File: src/rtl/cache_ctrl_pipe_if.sv
// Host/memory bus of the cache command controller.
// slave is the controller side, master is the host/memory side.
interface cache_ctrl_pipe_if #(
   parameter int NUM_ENTRIES = 16,
   parameter int CNT_W       = 16
);
   logic                   op_valid_in;
   logic [1:0]             op_in;
   logic                   op_ready_out;
   logic                   lookup_out;
   logic                   hit;
   logic [NUM_ENTRIES-1:0] idx_in;
   logic [NUM_ENTRIES-1:0] used;
   logic [NUM_ENTRIES-1:0] idx_out;
   logic                   select_out;
   logic                   write_out;
   logic                   delete_out;
   logic                   resp_valid_out;
   logic                   resp_ready_in;
   logic [2:0]             resp_status_out;
   logic                   data_valid_out;
   logic                   clear_stats_in;
   logic [CNT_W-1:0]       hit_cnt_out;
   logic [CNT_W-1:0]       miss_cnt_out;
   logic [1:0]             state_dbg;

   modport slave (
      input  op_valid_in, op_in, hit, idx_in, used, resp_ready_in, clear_stats_in,
      output op_ready_out, lookup_out, idx_out, select_out, write_out, delete_out,
             resp_valid_out, resp_status_out, data_valid_out, hit_cnt_out,
             miss_cnt_out, state_dbg
   );

   modport master (
      output op_valid_in, op_in, hit, idx_in, used, resp_ready_in, clear_stats_in,
      input  op_ready_out, lookup_out, idx_out, select_out, write_out, delete_out,
             resp_valid_out, resp_status_out, data_valid_out, hit_cnt_out,
             miss_cnt_out, state_dbg
   );
endinterface

File: src/rtl/cache_ctrl_pipe.sv
// Key/value cache command controller: lookup wait, one strobe per command, held response.
// Define CACHE_CTRL_EVICT_EN to enable round-robin eviction when every entry is used.
module cache_ctrl_pipe #(
   parameter int NUM_ENTRIES = 16,
   parameter int LOOKUP_LAT  = 1,
   parameter int CNT_W       = 16
) (
   input logic               clk,
   input logic               rst_n,
   cache_ctrl_pipe_if.slave  bus
);
   // Handshakes: a command transfers on a cycle with op_valid_in && op_ready_out;
   // a response transfers on a cycle with resp_valid_out && resp_ready_in, and
   // status/data_valid are held stable while resp_valid_out waits for ready.
   localparam int LW = (LOOKUP_LAT > 1) ? $clog2(LOOKUP_LAT) : 1;
   localparam logic [NUM_ENTRIES-1:0] ONE = NUM_ENTRIES'(1);

   localparam logic [1:0] OP_READ   = 2'd1;
   localparam logic [1:0] OP_UPSERT = 2'd2;
   localparam logic [1:0] OP_DELETE = 2'd3;

   localparam logic [2:0] ST_OK      = 3'd0;
   localparam logic [2:0] ST_MISS    = 3'd1;
   localparam logic [2:0] ST_FULL    = 3'd2;
   localparam logic [2:0] ST_EVICTED = 3'd3;
   localparam logic [2:0] ST_ERR     = 3'd4;

   typedef enum logic [1:0] {
      IDLE   = 2'd0,
      LOOKUP = 2'd1,
      EXEC   = 2'd2,
      RESP   = 2'd3
   } state_t;

   state_t                 state, state_nxt;
   logic [1:0]             op_q;
   logic [LW-1:0]          lat_cnt;
   logic                   hit_q;
   logic [NUM_ENTRIES-1:0] idx_q;
   logic [NUM_ENTRIES-1:0] used_q;
   logic [2:0]             status_q;
   logic                   dv_q;
   logic                   ready_q;
   logic [CNT_W-1:0]       hit_cnt;
   logic [CNT_W-1:0]       miss_cnt;

   logic [2:0]             status_d;
   logic                   dv_d;
   logic                   sel_d, wr_d, del_d;
   logic [NUM_ENTRIES-1:0] idx_d;
   logic                   hit_inc, miss_inc;
   logic                   evict_d;

   logic                   idx_onehot;
   logic                   full;
   logic [NUM_ENTRIES-1:0] free_slot;

   assign idx_onehot = (idx_q != '0) && ((idx_q & (idx_q - ONE)) == '0);
   assign full       = &used_q;
   // Adding one ripples through the trailing ones, leaving only the lowest zero set.
   assign free_slot  = ~used_q & (used_q + ONE);

`ifdef CACHE_CTRL_EVICT_EN
   localparam int VW = (NUM_ENTRIES > 1) ? $clog2(NUM_ENTRIES) : 1;
   logic [VW-1:0]          victim;
   logic [NUM_ENTRIES-1:0] victim_oh;
   assign victim_oh = ONE << victim;

   always_ff @(posedge clk) begin
      if (!rst_n) begin
         victim <= '0;
      end else if (evict_d) begin
         victim <= (victim == VW'(NUM_ENTRIES - 1)) ? '0 : victim + VW'(1);
      end
   end
`endif

   always_comb begin
      state_nxt = state;
      case (state)
         IDLE:    if (bus.op_valid_in && bus.op_in != 2'd0) state_nxt = LOOKUP;
         LOOKUP:  if (lat_cnt == '0) state_nxt = EXEC;
         EXEC:    state_nxt = RESP;
         RESP:    if (bus.resp_ready_in) state_nxt = IDLE;
         default: state_nxt = IDLE;
      endcase
   end

   always_comb begin
      status_d = ST_OK;
      dv_d     = 1'b0;
      sel_d    = 1'b0;
      wr_d     = 1'b0;
      del_d    = 1'b0;
      idx_d    = '0;
      hit_inc  = 1'b0;
      miss_inc = 1'b0;
      evict_d  = 1'b0;
      if (state == EXEC) begin
         if (hit_q && !idx_onehot) begin
            status_d = ST_ERR;
         end else if (hit_q) begin
            hit_inc = 1'b1;
            idx_d   = idx_q;
            case (op_q)
               OP_READ:   begin sel_d = 1'b1; dv_d = 1'b1; end
               OP_UPSERT: wr_d  = 1'b1;
               OP_DELETE: del_d = 1'b1;
               default:   idx_d = '0;
            endcase
         end else begin
            miss_inc = 1'b1;
            if (op_q != OP_UPSERT) begin
               status_d = ST_MISS;
            end else if (!full) begin
               wr_d  = 1'b1;
               idx_d = free_slot;
            end else begin
`ifdef CACHE_CTRL_EVICT_EN
               wr_d     = 1'b1;
               idx_d    = victim_oh;
               status_d = ST_EVICTED;
               evict_d  = 1'b1;
`else
               status_d = ST_FULL;
`endif
            end
         end
      end
   end

   always_ff @(posedge clk) begin
      if (!rst_n) begin
         state    <= IDLE;
         op_q     <= '0;
         lat_cnt  <= '0;
         hit_q    <= 1'b0;
         idx_q    <= '0;
         used_q   <= '0;
         status_q <= '0;
         dv_q     <= 1'b0;
         ready_q  <= 1'b0;
      end else begin
         state   <= state_nxt;
         ready_q <= (state_nxt == IDLE);
         if (state == IDLE && bus.op_valid_in && bus.op_in != 2'd0) begin
            op_q    <= bus.op_in;
            lat_cnt <= LW'(LOOKUP_LAT - 1);
         end
         if (state == LOOKUP) begin
            if (lat_cnt == '0) begin
               hit_q  <= bus.hit;
               idx_q  <= bus.idx_in;
               used_q <= bus.used;
            end else begin
               lat_cnt <= lat_cnt - LW'(1);
            end
         end
         if (state == EXEC) begin
            status_q <= status_d;
            dv_q     <= dv_d;
         end
      end
   end

   // Clear wins over a same-cycle increment; both counters stick at all ones.
   always_ff @(posedge clk) begin
      if (!rst_n || bus.clear_stats_in) begin
         hit_cnt  <= '0;
         miss_cnt <= '0;
      end else begin
         if (hit_inc && hit_cnt != '1)   hit_cnt  <= hit_cnt + CNT_W'(1);
         if (miss_inc && miss_cnt != '1) miss_cnt <= miss_cnt + CNT_W'(1);
      end
   end

   assign bus.op_ready_out    = ready_q;
   assign bus.lookup_out      = (state == LOOKUP);
   assign bus.select_out      = sel_d;
   assign bus.write_out       = wr_d;
   assign bus.delete_out      = del_d;
   assign bus.idx_out         = idx_d;
   assign bus.resp_valid_out  = (state == RESP);
   assign bus.resp_status_out = (state == RESP) ? status_q : 3'd0;
   assign bus.data_valid_out  = (state == RESP) && dv_q;
   assign bus.hit_cnt_out     = hit_cnt;
   assign bus.miss_cnt_out    = miss_cnt;
   assign bus.state_dbg       = state;
endmodule

File: src/flat_wrapper.sv
// flat-port wrapper written by rule: the top's interface ports become plain ports
module cache_ctrl_pipe_flat 
#(
   parameter int NUM_ENTRIES = 16,
   parameter int LOOKUP_LAT  = 1,
   parameter int CNT_W       = 16
)
  (clk, rst_n, bus_op_valid_in, bus_op_in, bus_hit, bus_idx_in, bus_used, bus_resp_ready_in, bus_clear_stats_in, bus_op_ready_out, bus_lookup_out, bus_idx_out, bus_select_out, bus_write_out, bus_delete_out, bus_resp_valid_out, bus_resp_status_out, bus_data_valid_out, bus_hit_cnt_out, bus_miss_cnt_out, bus_state_dbg);
  cache_ctrl_pipe_if #(.NUM_ENTRIES(NUM_ENTRIES), .CNT_W(CNT_W)) bus_i ();
  input logic clk;
  input logic rst_n;
  input wire logic [$bits(bus_i.op_valid_in)-1:0] bus_op_valid_in;
  input wire logic [$bits(bus_i.op_in)-1:0] bus_op_in;
  input wire logic [$bits(bus_i.hit)-1:0] bus_hit;
  input wire logic [$bits(bus_i.idx_in)-1:0] bus_idx_in;
  input wire logic [$bits(bus_i.used)-1:0] bus_used;
  input wire logic [$bits(bus_i.resp_ready_in)-1:0] bus_resp_ready_in;
  input wire logic [$bits(bus_i.clear_stats_in)-1:0] bus_clear_stats_in;
  output wire logic [$bits(bus_i.op_ready_out)-1:0] bus_op_ready_out;
  output wire logic [$bits(bus_i.lookup_out)-1:0] bus_lookup_out;
  output wire logic [$bits(bus_i.idx_out)-1:0] bus_idx_out;
  output wire logic [$bits(bus_i.select_out)-1:0] bus_select_out;
  output wire logic [$bits(bus_i.write_out)-1:0] bus_write_out;
  output wire logic [$bits(bus_i.delete_out)-1:0] bus_delete_out;
  output wire logic [$bits(bus_i.resp_valid_out)-1:0] bus_resp_valid_out;
  output wire logic [$bits(bus_i.resp_status_out)-1:0] bus_resp_status_out;
  output wire logic [$bits(bus_i.data_valid_out)-1:0] bus_data_valid_out;
  output wire logic [$bits(bus_i.hit_cnt_out)-1:0] bus_hit_cnt_out;
  output wire logic [$bits(bus_i.miss_cnt_out)-1:0] bus_miss_cnt_out;
  output wire logic [$bits(bus_i.state_dbg)-1:0] bus_state_dbg;
  assign bus_i.op_valid_in = bus_op_valid_in;
  assign bus_i.op_in = bus_op_in;
  assign bus_i.hit = bus_hit;
  assign bus_i.idx_in = bus_idx_in;
  assign bus_i.used = bus_used;
  assign bus_i.resp_ready_in = bus_resp_ready_in;
  assign bus_i.clear_stats_in = bus_clear_stats_in;
  assign bus_op_ready_out = bus_i.op_ready_out;
  assign bus_lookup_out = bus_i.lookup_out;
  assign bus_idx_out = bus_i.idx_out;
  assign bus_select_out = bus_i.select_out;
  assign bus_write_out = bus_i.write_out;
  assign bus_delete_out = bus_i.delete_out;
  assign bus_resp_valid_out = bus_i.resp_valid_out;
  assign bus_resp_status_out = bus_i.resp_status_out;
  assign bus_data_valid_out = bus_i.data_valid_out;
  assign bus_hit_cnt_out = bus_i.hit_cnt_out;
  assign bus_miss_cnt_out = bus_i.miss_cnt_out;
  assign bus_state_dbg = bus_i.state_dbg;
  cache_ctrl_pipe #(.NUM_ENTRIES(NUM_ENTRIES), .LOOKUP_LAT(LOOKUP_LAT), .CNT_W(CNT_W)) u_core (.clk(clk), .rst_n(rst_n), .bus(bus_i));
endmodule
File: config.mk
export PLATFORM = sky130hd
export DESIGN_NAME = cache_ctrl_pipe_flat
export DESIGN_NICKNAME = d
export VERILOG_FILES = /design/src/rtl/cache_ctrl_pipe_if.sv /design/src/rtl/cache_ctrl_pipe.sv /design/src/flat_wrapper.sv
export SDC_FILE = /design/constraint.sdc
export NUM_CORES = 1
export LEC_CHECK = 0
export ABC_AREA = 1
export CAP_MARGIN = 20
export CORE_UTILIZATION = 40
export DETAILED_ROUTE_END_ITERATION = 16
export PLACE_DENSITY = 0.67
export SETUP_SLACK_MARGIN = 0.1
export SLEW_MARGIN = 10
export SYNTH_ARGS = -nofsm -noshare
export SYNTH_HDL_FRONTEND = slang
export SYNTH_SLANG_ARGS = --single-unit
export TNS_END_PERCENT = 30
File: constraint.sdc
create_clock -name clk -period 2.2 [get_ports clk]
set_input_delay 0.55 -clock clk [delete_from_list [all_inputs] [get_ports clk]]
set_output_delay 0.55 -clock clk [all_outputs]
set_load 0.005 [all_outputs]
==> results of run 1 <==
[where the power goes]
group	switching, uW	leakage, uW	internal, uW
Sequential	94.3	0.000615	1470
Clock	554	0.0000815	405
Combinational	740	0.00186	577
[worst min-delay path, delay by kind of cell, from the launching register on]
family | cells | cell delay [ns]
and+or+nand+nor | 1 | 0.06
AOI/OAI and AO/OA | 1 | 0.06
DFF | 1 | 0.32
[flip-flops by register name, summed over array words and instances (netlist names), 2 cells and up]
| name | cells |
|---|---|
| u_core.bus.hit_cnt_out | 16 |
| u_core.bus.miss_cnt_out | 16 |
| u_core.idx_q | 16 |
| u_core.used_q | 16 |
| u_core.status_q | 3 |
| u_core.bus.state_dbg | 2 |
| u_core.op_q | 2 |
[how the worst min path moves through the flow]
stage	startpoint	endpoint	depth (start not counted)
after floorplan	u_core.used_q[1]$_SDFFE_PN0P_	u_core.used_q[1]$_SDFFE_PN0P_	2
after global placement	u_core.dv_q$_SDFFE_PN0P_	u_core.dv_q$_SDFFE_PN0P_	2
after detailed placement	u_core.status_q[1]$_SDFFE_PN0P_	u_core.status_q[1]$_SDFFE_PN0P_	2
after CTS	u_core.status_q[1]$_SDFFE_PN0P_	u_core.status_q[1]$_SDFFE_PN0P_	2
after global routing	u_core.dv_q$_SDFFE_PN0P_	u_core.dv_q$_SDFFE_PN0P_	2
final	u_core.status_q[1]$_SDFFE_PN0P_	u_core.status_q[1]$_SDFFE_PN0P_	2
[cell families after synthesis]
family,after synthesis,synth area share [%]
buffers and inverters,108,11.0
AOI/OAI and AO/OA,134,17.3
and+or+nand+nor,280,31.6
xor gates and xnor gates,16,3.37
adders and majority gates,2,0.602
DFF,75,36.1
[final cells by class]
| class | instances | share of cell area [%] |
|---|---|---|
| timing repair buffer | 185 | 25.5 |
| clock buffer | 9 | 1.97 |
| tap | 133 | 2.65 |
| inverter | 87 | 5.20 |
| clock inverter | 6 | 0.677 |
| multi-input combinational | 432 | 39.9 |
| sequential | 75 | 24.2 |
[placed cells by master, fill, tap and decap left out, types with 3 or more instances in the layout]
cell             instances
buf_4                   80
dfxtp_2                 10
xnor2_1                  3
dfxtp_1                 64
nor2_1                  49
nand2_4                  5
o21ai_2                  7
o32ai_2                  5
o22ai_2                  4
nand3_4                  3
inv_1                   78
nand2_1                 95
a21oi_1                 64
buf_2                   19
clkdlybuf4s50_1         74
nand4_1                 31
nor2_4                  14
dlygate4sd2_1            4
o21ai_0                 44
inv_2                    8
nor4_1                   7
xor2_1                  13
nand3_1                 24
nor2_2                  10
clkbuf_8                 9
nand2_2                 18
nor3_1                  17
[per-layer routing]
| layer | GRT usage, % | vias up |
|---|---|---|
| met2 | 44.0 | 164 |
| li1 | - | 2395 |
| met5 | 0 | - |
| met4 | 7.24 | 0 |
| met1 | 34.7 | 2267 |
| met3 | 4.89 | 26 |
[metrics by stage]
stage | power (uW) | utilization [%] | setup TNS [ns] | hold slack, ns
6_report | 3840 | 63.4 | -9.61 | 0.478
5_1_grt | 4060 | 63.4 | -12.98 | 0.508
4_1_cts | 3740 | 62.0 | -10.85 | 0.480
3_5_place_dp | 2720 | 58.7 | -10.81 | 0.467
3_3_place_gp | 2720 | 58.7 | -11.62 | 0.453
2_1_floorplan | 2180 | - | 0 | 0.444
[repair_timing]
item                                    4_1_cts  5_1_grt
resized for setup                           136       37
pin swaps                                    18       18
setup buffers                                 3        1
endpoints found under the setup margin       38       38
gates cloned                                  1        0
==> results by group, run 1 <==
Status
  – Outcome: finished with violations
  – Violated checks: negative setup slack

Logic synthesis
  – Syn_area_per_cell: 6.76 um^2
  – Unique masters post-synth: 35
  – Cell Area, Synth: 4160 um^2
  – Post-synth top cells: 108 x nand2_1, 80 x inv_1, 75 x dfxtp_1
  – EDFF count, synth: 0
  – Share of the synthesized area in the top cell type: 36.1%
  – Fraction of registers with async set/reset: 0%
  – Post-synthesis register bit count: 75
  – Yosys top cell by area: dfxtp_1
  – Top FF cell, synth: dfxtp_1
  – Sequential area share after synthesis: 36.1%
  – Top-count cell post-synth: nand2_1
  – Synth Warn #: 0
  – Top post-synthesis cells by area: dfxtp_1 36%, nand2_1 9.8%, a21oi_1 7.8%, inv_1 7.2%, o21ai_0 6.0%
  – Syn_nets: 657
  – Mapped Cells: 615

Final layout
  – Layout Cells excl Fill: 927
  – Final layout net count: 832
  – Final Cell Area: 6280 um^2
  – Share of layout cells above drive strength 1: 26.7%
  – Area Overhead vs Synth: 51.2%
  – Multi-input combinational cell area: 2500 um^2
  – Fill cell count: 908
  – Sequential cell area: 1520 um^2
  – Diode count: 0

Global route
  – Pin count of the biggest net entering global routing: 65
  – Grt total ovfl: 0
  – Total global-route track usage: 26.3%
  – Initial antenna violation count: 0
  – Vias in the first global route: 4688
  – First-pass GRT wire length: 22900 um

Route
  – Top Layer Used: met4
  – WL per Instance: 15.1 um
  – Vias post-DR: 4852
  – DRC: 0
  – Met1 Wirelength: 6290 um
  – Met3 wire len: 857 um
  – Total wire length: 14000 um
  – Metal2 WL: 6620 um
  – Antenna Violating Nets Remaining: 0
  – Initial DRC count: 201
  – DR pass1 iterations: 5
  – Via/cell ratio: 5.23

Timing
  – Max Freq: 0.364 GHz
  – Tcrit/Tclk final: 125%
  – Final hold violations: 0
  – Worst-Margin Slew: 0.436 ns
  – Min Tclk post-route: 2.75 ns
  – Setup ws final: -0.546 ns
  – Unrepaired setup endpoints after global routing: true
  – Max_slew headroom: 70.7%
  – Setup violations, final: 19
  – Max Slew Vio Count: 0
  – Skew final: 0.0143 ns

Placement
  – IO buf count: 99
  – Gp weighted congestion: 0.936
  – Post-DP HPWL: 10200 um
  – Worst slack at placement: -0.697 ns
  – Dpl cells: 907
  – Post-placement cell area: 5820 um^2

Worst setup path
  – Worst-path fanout max: 8
  – WS Path Type: reg2out
  – Arr. time, crit path: 2.20 ns
  – Worst setup path end: bus_idx_out[11]
  – Worst r2r src: u_core.idx_q[0]$_SDFFE_PN0P_
  – Top delay family on crit path: simple AND/OR/NAND/NOR gates
  – Worst path max stage delay: 0.34 ns
  – CP required: 1.65 ns
  – Critical path startpoint category: register
  – Worst reg2reg path depth: 13
  – Most used cell along the critical path: nor2_4
  – R2R setup slack: 0.08 ns
  – CP max stage cell: dfxtp_2
  – Crit path cell chain: nor2_4 > nand2_4 > nand2_2 > nand2_4 > nor2_4 > nand2_1 > nor2_2 > nand2_2 > nor2_4 > nand3_4 > buf_16 > o32ai_4 > buf_2
  – CP startpoint: u_core.idx_q[0]$_SDFFE_PN0P_
  – Critical path depth: 13
  – Worst setup EP type: output port
  – Critical path buffers and inverters: 2
  – RR Endpoint: u_core.bus.hit_cnt_out[11]$_SDFFE_PP0P_

Floorplan
  – Total core area: 9910 um^2
  – Initial Util: 41.9%
  – I/O pin count: 100
  – Die H: 104 um
  – Row count: 36
  – Chip width: 104 um
  – DIE AREA: 10800 um^2

Clocking
  – Clock Pin Slew Worst Setup and Hold Paths: 0.08 ns
  – Worst skew pair latency: 0.36 ns
  – TritonCTS Buffers: 9
  – CTS root buf: clkbuf_8
  – Post-CTS Hold Buffers: 0
  – Max Buffers Root-to-Sink: 2
  – CTS tree: yes
  – Clock sink count: 75
  – # H-tree levels: 3

Pwr
  – Static leakage: 0.00256 uW
  – Max VDD drop: 364 uV
  – Pwr/cell area: 611 nW/um^2

Worst hold path
  – Worst hold path class: reg2reg

Flow run
  – Max-Cap Viols: 0
No activity file was read; power rests on OpenSTA's default activity.
==> run 2, diff against run 1 <==
--- a/config.mk
+++ b/config.mk
@@ -9,7 +9,7 @@
 export CAP_MARGIN = 20
 export CORE_UTILIZATION = 40
 export DETAILED_ROUTE_END_ITERATION = 16
-export PLACE_DENSITY = 0.67
+export DONT_BUFFER_PORTS = 1
 export SETUP_SLACK_MARGIN = 0.1
 export SLEW_MARGIN = 10
 export SYNTH_ARGS = -nofsm -noshare
==> results by group, run 2 (synthesis gave the netlist of run 1 again) <==
Final layout
  – Layout Cells excl Fill: 810 (was 927)
  – Diode count: 0 (unchanged)
  – Commonest non-fill, non-tap cells in the layout: 99 x nand2_1, 79 x inv_1, 68 x dfxtp_1 (was 95 x nand2_1, 80 x buf_4, 78 x inv_1)
  – Final core occ: 52.2% (was 63.4%)
  – Most common cell after layout, fill and taps aside: nand2_1 (unchanged)
  – Share of layout cells above drive strength 1: 23.5% (was 26.7%)
  – Final layout net count: 714 (was 832)
  – Area Overhead vs Synth: 24.6% (was 51.2%)
  – Fill cell count: 977 (was 908)

Worst setup path
  – Worst setup EP type: output port (unchanged)
  – Worst-path fanout max: 11 (was 8)
  – Worst setup path end: bus_idx_out[12] (was bus_idx_out[11])
  – Critical path startpoint category: register (unchanged)
  – RR Endpoint: u_core.bus.hit_cnt_out[5]$_SDFFE_PP0P_ (was u_core.bus.hit_cnt_out[11]$_SDFFE_PP0P_)
  – CP required: 1.65 ns (about the same)
  – CP startpoint: u_core.idx_q[1]$_SDFFE_PN0P_ (was u_core.idx_q[0]$_SDFFE_PN0P_)
  – Arr. time, crit path: 2.18 ns (was 2.20 ns)
  – Worst r2r src: u_core.idx_q[1]$_SDFFE_PN0P_ (was u_core.idx_q[0]$_SDFFE_PN0P_)
  – WS Path Type: reg2out (unchanged)
  – R2R setup slack: 0 ns (was 0.08 ns)
  – Worst reg2reg path depth: 13 (unchanged)

Clocking
  – Post-CTS Hold Buffers: 0 (unchanged)
  – Worst skew pair latency: 0.35 ns (was 0.36 ns)
  – Clock sink count: 75 (unchanged)
  – CTS tree: yes (unchanged)
  – Clock Pin Slew Worst Setup and Hold Paths: 0.08 ns (about the same)
  – CTS root buf: clkbuf_8 (unchanged)
  – TritonCTS Buffers: 9 (unchanged)
  – # H-tree levels: 3 (unchanged)
  – Max Buffers Root-to-Sink: 2 (unchanged)

Floorplan
  – Total core area: 9910 um^2 (unchanged)
  – Die H: 104 um (unchanged)
  – DIE AREA: 10800 um^2 (unchanged)
  – Chip width: 104 um (unchanged)
  – Initial Util: 41.9% (unchanged)
  – Row count: 36 (unchanged)
  – I/O pin count: 100 (unchanged)

Placement
  – Dpl cells: 786 (was 907)
  – IO buf count: 0 (was 99)
  – Gp weighted congestion: 0.897 (was 0.936)
  – Worst slack at placement: -0.186 ns (was -0.697 ns)
  – Post-DP HPWL: 9000 um (was 10200 um)

Global route
  – Initial antenna violation count: 0 (unchanged)
  – Vias in the first global route: 4045 (was 4688)
  – Most used routing layer: met2 (unchanged)
  – Grt total ovfl: 0 (unchanged)
  – Total global-route track usage: 23.0% (was 26.3%)
  – Routing usage on met3: 4.14% (was 4.89%)
  – First-pass GRT wire length: 20000 um (was 22900 um)
  – Pin count of the biggest net entering global routing: 68 (was 65)
  – Grt met1 use: 31.5% (was 34.7%)
  – Met2 Resource Use GR: 35.3% (was 44.0%)

Timing
  – Max_slew headroom: 64.0% (was 70.7%)
  – Max Slew Vio Count: 0 (unchanged)
  – Max Freq: 0.366 GHz (was 0.364 GHz)
  – Hold Slack: 0.304 ns (was 0.478 ns)
  – Min Tclk post-route: 2.73 ns (was 2.75 ns)
  – Skew final: 0.00708 ns (was 0.0143 ns)
  – Setup violations, final: 20 (was 19)
  – Final hold violations: 0 (unchanged)
  – Worst-Margin Slew: 0.536 ns (was 0.436 ns)
  – Tcrit/Tclk final: 124% (was 125%)
  – Setup ws final: -0.532 ns (was -0.546 ns)
  – Unrepaired setup endpoints after global routing: true (unchanged)

Route
  – Total wire length: 12200 um (was 14000 um)
  – DRC: 0 (unchanged)
  – Vias post-DR: 4232 (was 4852)
  – Via/cell ratio: 5.22 (was 5.23)
  – Initial DRC count: 209 (was 201)
  – WL per Instance: 15.1 um (about the same)
  – DR pass1 iterations: 4 (was 5)
  – Antenna Violating Nets Remaining: 0 (unchanged)

Status
  – Violated checks: negative setup slack (unchanged)
  – Outcome: finished with violations (unchanged)

Pwr
  – Max VDD drop: 499 uV (was 364 uV)
  – Static leakage: 0.00197 uW (was 0.00256 uW)
  – Total chip power: 3860 uW (was 3840 uW)
  – Pwr/cell area: 746 nW/um^2 (was 611 nW/um^2)

Worst hold path
  – Worst hold path class: in2reg (was reg2reg)
  – Hold_sp: rst_n (was u_core.status_q[1]$_SDFFE_PN0P_)

Flow run
  – Max-Cap Viols: 0 (unchanged)
[run 2: cell count changes in the layout (fill, tap and decap cells not counted), moves of 3 or more]
cell             before  now
dlygate4sd2_1         4    0
dfxtp_1              64   68
nor2_4               14    9
o21ai_1               2    6
dfxtp_2              10    6
buf_4                80   63
nor2_2               10   13
o21ai_2               7    2
clkdlybuf4s50_1      74    0
nand2_1              95   99
nand2_4               5    2
buf_2                19    0
[run 2: timing repair]
action | in CTS | in global routing
gates cloned | 0 | 0
endpoints found under the setup margin | 23 | 36
pin swaps | 31 | 14
gates resized for setup | 37 | 29
buffers inserted | 3 | 5
[run 2: through the flow]
stage	instance area [um^2]	TNS, ns
2_1_floorplan	4160	0
3_3_place_gp	4650	-1.08
3_5_place_dp	4650	-2.00
4_1_cts	5060	-7.72
5_1_grt	5180	-14.46
6_report	5180	-9.09
[run 2: area by class of cell]
type / instances / area, um^2 / area share (%)
inverter: 87 / 327 / 6.31
tap: 133 / 166 / 3.21
timing repair buffer: 67 / 534 / 10.3
multi-input combinational: 432 / 2420 / 46.7
sequential: 75 / 1510 / 29.2
clock inverter: 4 / 73.8 / 1.43
clock buffer: 12 / 145 / 2.80
[run 2: worst min path at each step]
stage / cells past startpoint / end / slack (ns)
after CTS: 2 / u_core.lat_cnt$_SDFF_PN0_ / 0.28
after floorplan: 2 / u_core.used_q[1]$_SDFFE_PN0P_ / 0.44
after global placement: 2 / u_core.status_q[0]$_SDFFE_PN0P_ / 0.46
after detailed placement: 2 / u_core.status_q[0]$_SDFFE_PN0P_ / 0.47
after global routing: 2 / u_core.lat_cnt$_SDFF_PN0_ / 0.29
final: 2 / u_core.lat_cnt$_SDFF_PN0_ / 0.30
[run 2: routing by layer]
metal	vias to the layer above	part of all wire (%)
met1	1907	46
met4	0	2.6
met2	135	45
li1	2166	-
met5	-	0
met3	24	6.3
[run 2: power breakdown]
group / switching (uW) / leakage [uW] / internal [uW]
Combinational: 652 / 0.00125 / 453
Clock: 518 / 0.000111 / 671
Sequential: 104 / 0.000614 / 1470
[run 2: critical path, stage by stage, from the launching register on]
cell	delay [ns]
dfxtp_2	0.35
nor2_4	0.20
nand2_4	0.11
nand2_2	0.07
nand2_2	0.06
nor2_2	0.14
nand2_1	0.07
nor2_1	0.08
nand2_1	0.09
nor2_4	0.16
nand3_4	0.13
buf_8	0.19
o32ai_2	0.17
